**config.mk**
```make
export PLATFORM = sky130hd
export DESIGN_NAME = operand_unpacker
export DESIGN_NICKNAME = d
export VERILOG_FILES = /design/src/rtl/operand_unpacker_pkg.sv /design/src/rtl/sign_extender.sv /design/src/rtl/operand_unpacker.sv
export SDC_FILE = /design/constraint.sdc
export NUM_CORES = 1
export LEC_CHECK = 0
export CAP_MARGIN = 5
export CORE_MARGIN = 3
export CORE_UTILIZATION = 50
export CTS_BUF_LIST = sky130_fd_sc_hd__clkbuf_4
export DETAILED_ROUTE_END_ITERATION = 12
export DONT_BUFFER_PORTS = 1
export GPL_ROUTABILITY_DRIVEN = 0
export GPL_TIMING_DRIVEN = 0
export PLACE_DENSITY = 0.65
export SYNTH_ARGS = -nofsm -noshare
export SYNTH_HDL_FRONTEND = slang
export SYNTH_SLANG_ARGS = --single-unit
```
**constraint.sdc**
```tcl
create_clock -name clk_i -period 3 [get_ports clk_i]
set_input_delay 0.6 -clock clk_i [delete_from_list [all_inputs] [get_ports clk_i]]
set_output_delay 0.6 -clock clk_i [all_outputs]
set_load 0.005 [all_outputs]
```
**src/rtl/operand_unpacker_pkg.sv**
```systemverilog
// Shared types and elaboration-time helpers for the operand unpacker.
package operand_unpacker_pkg;

  typedef enum logic [1:0] {
    IDLE  = 2'd0,
    FETCH = 2'd1,
    EMIT  = 2'd2,
    DONE  = 2'd3
  } unpack_state_e;

  function automatic int unsigned calc_elems(input int unsigned word_w,
                                             input int unsigned elem_w);
    return word_w / elem_w;
  endfunction

  function automatic int unsigned calc_idx_w(input int unsigned elems);
    return (elems > 1) ? $clog2(elems) : 1;
  endfunction

endpackage

```
**src/rtl/sign_extender.sv**
```systemverilog
// Widens an element to OUT_WIDTH bits, replicating the MSB when signed_i is set.
module sign_extender #(
  parameter int unsigned IN_WIDTH  = 8,
  parameter int unsigned OUT_WIDTH = 16
) (
  input  logic [IN_WIDTH-1:0]  data_i,
  input  logic                 signed_i,
  output logic [OUT_WIDTH-1:0] data_o
);

  if (OUT_WIDTH > IN_WIDTH) begin : g_extend
    localparam int unsigned PAD_W = OUT_WIDTH - IN_WIDTH;
    assign data_o = {{PAD_W{signed_i & data_i[IN_WIDTH-1]}}, data_i};
  end else begin : g_pass
    assign data_o = data_i;
  end

endmodule

```
**src/rtl/operand_unpacker.sv**
```systemverilog
// Unpacks packed operand words into extended elements, one per output handshake.
// Optional one-word prefetch register: define OPERAND_UNPACKER_PREFETCH_EN.
module operand_unpacker
  import operand_unpacker_pkg::*;
#(
  parameter int unsigned WORD_WIDTH = 32,
  parameter int unsigned ELEM_WIDTH = 8,
  parameter int unsigned OUT_WIDTH  = 16,
  parameter int unsigned LEN_WIDTH  = 16
) (
  input  logic                  clk_i,
  input  logic                  rst_ni,
  input  logic                  cfg_valid_i,
  output logic                  cfg_ready_o,
  input  logic                  cfg_signed_i,
  input  logic [LEN_WIDTH-1:0]  cfg_len_i,
  input  logic                  in_valid_i,
  output logic                  in_ready_o,
  input  logic [WORD_WIDTH-1:0] in_data_i,
  output logic                  out_valid_o,
  input  logic                  out_ready_i,
  output logic [OUT_WIDTH-1:0]  out_data_o,
  output logic                  out_last_o,
  output logic                  busy_o,
  output logic                  done_o
);

  localparam int unsigned ELEMS = calc_elems(WORD_WIDTH, ELEM_WIDTH);
  localparam int unsigned IDX_W = calc_idx_w(ELEMS);

  unpack_state_e            state_q, state_d;
  logic [LEN_WIDTH-1:0]     remaining_q, remaining_d;
  logic [LEN_WIDTH-1:0]     words_left_q, words_left_d;
  logic [IDX_W-1:0]         idx_q, idx_d;
  logic [WORD_WIDTH-1:0]    word_q, word_d;
  logic                     signed_q, signed_d;
`ifdef OPERAND_UNPACKER_PREFETCH_EN
  logic [WORD_WIDTH-1:0]    pf_word_q, pf_word_d;
  logic                     pf_valid_q, pf_valid_d;
`endif

  logic                     in_hs;
  logic [LEN_WIDTH:0]       len_round;
  logic [LEN_WIDTH-1:0]     words_init;
  logic [ELEMS-1:0][ELEM_WIDTH-1:0] word_elems;
  logic [OUT_WIDTH-1:0]     ext_data;

  // Word count is ceil(len/ELEMS); one extra bit keeps the rounding add from wrapping.
  assign len_round  = {1'b0, cfg_len_i} + (LEN_WIDTH+1)'(ELEMS - 1);
  assign words_init = LEN_WIDTH'(len_round / (LEN_WIDTH+1)'(ELEMS));

  // All handshake outputs decode registered state only.
  assign cfg_ready_o = (state_q == IDLE);
  assign out_valid_o = (state_q == EMIT);
  assign out_last_o  = out_valid_o && (remaining_q == LEN_WIDTH'(1));
  assign busy_o      = (state_q != IDLE);
  assign done_o      = (state_q == DONE);
`ifdef OPERAND_UNPACKER_PREFETCH_EN
  assign in_ready_o  = (state_q == FETCH) ||
                       ((state_q == EMIT) && !pf_valid_q && (words_left_q != '0));
`else
  assign in_ready_o  = (state_q == FETCH);
`endif
  assign in_hs = in_valid_i && in_ready_o;

  assign word_elems = word_q;

  sign_extender #(
    .IN_WIDTH  (ELEM_WIDTH),
    .OUT_WIDTH (OUT_WIDTH)
  ) u_sign_extender (
    .data_i   (word_elems[idx_q]),
    .signed_i (signed_q),
    .data_o   (ext_data)
  );

  assign out_data_o = out_valid_o ? ext_data : '0;

  always_comb begin
    // NOTE: every _d gets its hold value first, so no path through the case infers a latch.
    state_d      = state_q;
    remaining_d  = remaining_q;
    words_left_d = words_left_q;
    idx_d        = idx_q;
    word_d       = word_q;
    signed_d     = signed_q;
`ifdef OPERAND_UNPACKER_PREFETCH_EN
    pf_word_d    = pf_word_q;
    pf_valid_d   = pf_valid_q;
`endif

    unique case (state_q)
      IDLE: begin
        if (cfg_valid_i) begin
          signed_d     = cfg_signed_i;
          remaining_d  = cfg_len_i;
          words_left_d = words_init;
          idx_d        = '0;
          state_d      = (cfg_len_i == '0) ? DONE : FETCH;
        end
      end
      FETCH: begin
        if (in_hs) begin
          word_d       = in_data_i;
          idx_d        = '0;
          words_left_d = words_left_q - LEN_WIDTH'(1);
          state_d      = EMIT;
        end
      end
      EMIT: begin
`ifdef OPERAND_UNPACKER_PREFETCH_EN
        if (in_hs) begin
          pf_word_d    = in_data_i;
          pf_valid_d   = 1'b1;
          words_left_d = words_left_q - LEN_WIDTH'(1);
        end
`endif
        if (out_ready_i) begin
          remaining_d = remaining_q - LEN_WIDTH'(1);
          idx_d       = idx_q + IDX_W'(1);
          if (remaining_q == LEN_WIDTH'(1)) begin
            state_d = DONE;
          end else if (idx_q == IDX_W'(ELEMS - 1)) begin
            idx_d = '0;
`ifdef OPERAND_UNPACKER_PREFETCH_EN
            // A word arriving on this same edge is used directly rather than parked.
            if (pf_valid_q) begin
              word_d     = pf_word_q;
              pf_valid_d = 1'b0;
            end else if (in_hs) begin
              word_d     = in_data_i;
              pf_valid_d = 1'b0;
            end else begin
              state_d = FETCH;
            end
`else
            state_d = FETCH;
`endif
          end
        end
      end
      DONE: begin
        state_d = IDLE;
`ifdef OPERAND_UNPACKER_PREFETCH_EN
        pf_valid_d = 1'b0;
`endif
      end
      default: state_d = IDLE;
    endcase
  end

  // NOTE: state uses non-blocking assignments; the word registers are reset too so out_data_o is 0 from reset.
  always_ff @(posedge clk_i or negedge rst_ni) begin
    if (!rst_ni) begin
      state_q      <= IDLE;
      remaining_q  <= '0;
      words_left_q <= '0;
      idx_q        <= '0;
      word_q       <= '0;
      signed_q     <= 1'b0;
`ifdef OPERAND_UNPACKER_PREFETCH_EN
      pf_word_q    <= '0;
      pf_valid_q   <= 1'b0;
`endif
    end else begin
      state_q      <= state_d;
      remaining_q  <= remaining_d;
      words_left_q <= words_left_d;
      idx_q        <= idx_d;
      word_q       <= word_d;
      signed_q     <= signed_d;
`ifdef OPERAND_UNPACKER_PREFETCH_EN
      pf_word_q    <= pf_word_d;
      pf_valid_q   <= pf_valid_d;
`endif
    end
  end

endmodule
```
==> metrics <==
Longest Clk Path Bufs 2; post-route antenna net violation count 0; Critical-path top delay cell or4_4; largest net degree at the start of global routing 54; worst clock skew approximately 19 ps; Leak about 1.2 nW; Die Ht 81.70 um; Final #Nets roughly 330; Overflow after GRT 0; Cell Chain, Critical Path or4_4 -> nor4_4 -> and3_1; startpoint types flip-flop; YS warnings 0; final wirelength ~6500 um; wire length per cell 19.04 um; Critical Path AT roughly 2100 ps; Setup TNS Final 0 ps; Max FO, Critical Path 6; DP HPWL between 4000 and 5000 um; fillcell total approximately 480; first-pass GRT wire length between 10000 and 15000 um; Post-synth ARST share 1.000; endpoints failing setup 0; Syn Area/Cell roughly 11 um2; met1 wire length slightly below 3000 um; Synth cell types 44; Power Dens Cells approximately 980 mW/mm2; placed cell areas 0.002953 mm2; RSZ-0062 raised after global routing no; reg2reg end remaining_q[14]; clk_lat worst skew roughly 370 ps; Setup crit end kind primary output; Synth area leader dfrtp_1; Core Region about 0.0053 mm2; CTS sink count between 50 and 60; DRT iter0 DRCs between 150 and 200; setup slack, reg-to-reg 610 ps; Worst R2R Start remaining_q[0]; dominant synthesized flop cell dfrtp_1; Slew Viols, Final 0; CP Class reg2out; worst reg2reg path depth 6; Area Growth Syn to Fin 6.725%; area of the multi-input gates 0.001415 mm2; Critical Path RT ~2400 ps; DRC viols 0; most common cell in the synthesized netlist dfrtp_1; layout cells sized above 1 0.2472; fin cells roughly 340; Seq/Total Area, Yosys 0.4629; Highest Signal Layer met4; Reg clk slew, reported paths around 170 ps; share of the synthesized area in the top cell type 0.4629; GRT Overall Usage 0.2086; final hold violation count 0; Synth Cell Area 0.002865 mm2; synth top area cells dfrtp_1, mux2_2, mux4_2; post-route cell area roughly 0.0031 mm2; Max-slew headroom 0.5488; worst hold path type in2async; Slowest Stage Delay on Critical Path 600 ps; met3 WL 566 um; hold slack 57.07 ps; Final Cycle Share 0.9116; post-synthesis cell count around 260; total power 2.989 mW; TritonRoute pass-1 iters 4; sequential cell area about 0.0013 mm2; total of max-cap violations 0; Syn Nets 320; status completed; antenna cells 0; number of synthesized flops with an enable pin 0; clk root buf clkbuf_4; IO Pins 76; chip width about 82 um; f_max between 0.3 and 0.4 GHz; H-tree levels 2; Seq cells post-synth 53; via count between 2000 and 2500; Worst-Margin Slew 667.4 ps; CTS tree yes; worst vdd ir 0.3878 mV; WL met2 2967 um; Initial Utilization 0.5371; crit path time final ~2700 ps; initial antenna violation count 0; leading cell types by count after synthesis dfrtp_1, mux2_2, nand2_1; vias in the first global route about 2100; TritonCTS Buffers 5; die area around 0.0067 mm2; DP Cell Count about 330; row cnt 26; Port Buffers 0; Vias/cell 6.147
[what timing repair did]
item                                    in CTS  in global routing
gates resized for setup                      2                  4
endpoints found under the hold margin       53                  0
setup buffers                                0                  0
hold buffers                                 1                  0
endpoints found under the setup margin       8                 16
[state kept, by name, indices dropped and copies added, names as in the netlist]
register,count
remaining_q,16
signed_q,1
state_q,2
idx_q,2
word_elems,32
[kinds of logic after synthesis]
group	after synthesis	synth area share
flip-flops	53	0.4629
buffers and inverters	29	0.04847
adder cells (fa/ha/maj)	3	0.01310
multiplexers	43	0.1996
AND/OR/NAND/NOR	80	0.1533
AO/OA/AOI/OAI	55	0.1227
[cell type report]
class | count | area share
Clock buffer | 6 | 0.01473
Buffer | 23 | 0.03887
Timing Repair Buffer | 1 | 0.009002
Inverter | 5 | 0.007365
Tap cell | 70 | 0.02864
Multi-Input combinational cell | 181 | 0.4628
Sequential cell | 53 | 0.4337
Clock inverter | 2 | 0.004910
[stage by stage]
step                        util  setup WS, ps
after detailed placement  0.5535         255.4
after CTS                 0.5706         95.43
after global placement    0.5535         247.8
after global routing      0.5732         123.5
after floorplan                -         617.2
final                     0.5732         265.1
[worst max-delay path by stage]
stage	start	end	slack [ps]	depth (start not counted)
3_5_place_dp	remaining_q[7]	out_last_o	260	3
2_1_floorplan	idx_q[0]	out_data_o[10]	620	4
5_1_grt	remaining_q[7]	out_last_o	120	3
6_report	remaining_q[7]	out_last_o	270	3
3_3_place_gp	remaining_q[7]	out_last_o	250	3
4_1_cts	remaining_q[7]	out_last_o	100	3
[where the power goes]
group          internal, mW  leakage (nW)  total (mW)  switching [mW]
combinational         0.680         0.560        1.33           0.654
sequential             1.07         0.630        1.33           0.257
clock                 0.101        0.0279       0.329           0.228
[cells in the final DEF, fill, tap and decap left out, types with 3 or more instances in the layout]
| cell type | count |
|---|---|
| a21oi_1 | 14 |
| a2bb2oi_1 | 5 |
| and2_1 | 9 |
| buf_1 | 4 |
| buf_4 | 7 |
| clkbuf_1 | 9 |
| clkbuf_4 | 7 |
| clkinvlp_4 | 3 |
| dfrtp_1 | 53 |
| ha_1 | 3 |
| inv_1 | 4 |
| mux2_2 | 33 |
| mux4_2 | 8 |
| nand2_1 | 19 |
| nand2b_1 | 3 |
| nand3_1 | 5 |
| nor2_1 | 10 |
| nor3_1 | 7 |
| nor4_1 | 7 |
| o21ai_0 | 14 |
| o22ai_1 | 4 |
| o31ai_1 | 3 |
| or3_1 | 3 |
| or4_1 | 3 |
[worst max-delay path, delay by kind of cell (launching register included)]
kind | cells | cell delay [ps]
flops | 1 | 480
simple gates | 3 | 1290
[routing by layer]
metal / vias up / track usage
li1: 988 / -
met1: 1035 / 0.3000
met2: 71 / 0.3168
met3: 2 / 0.04825
met4: 0 / 0.05980
met5: - / 0
Note: power is estimated with default switching activity, not from simulation.
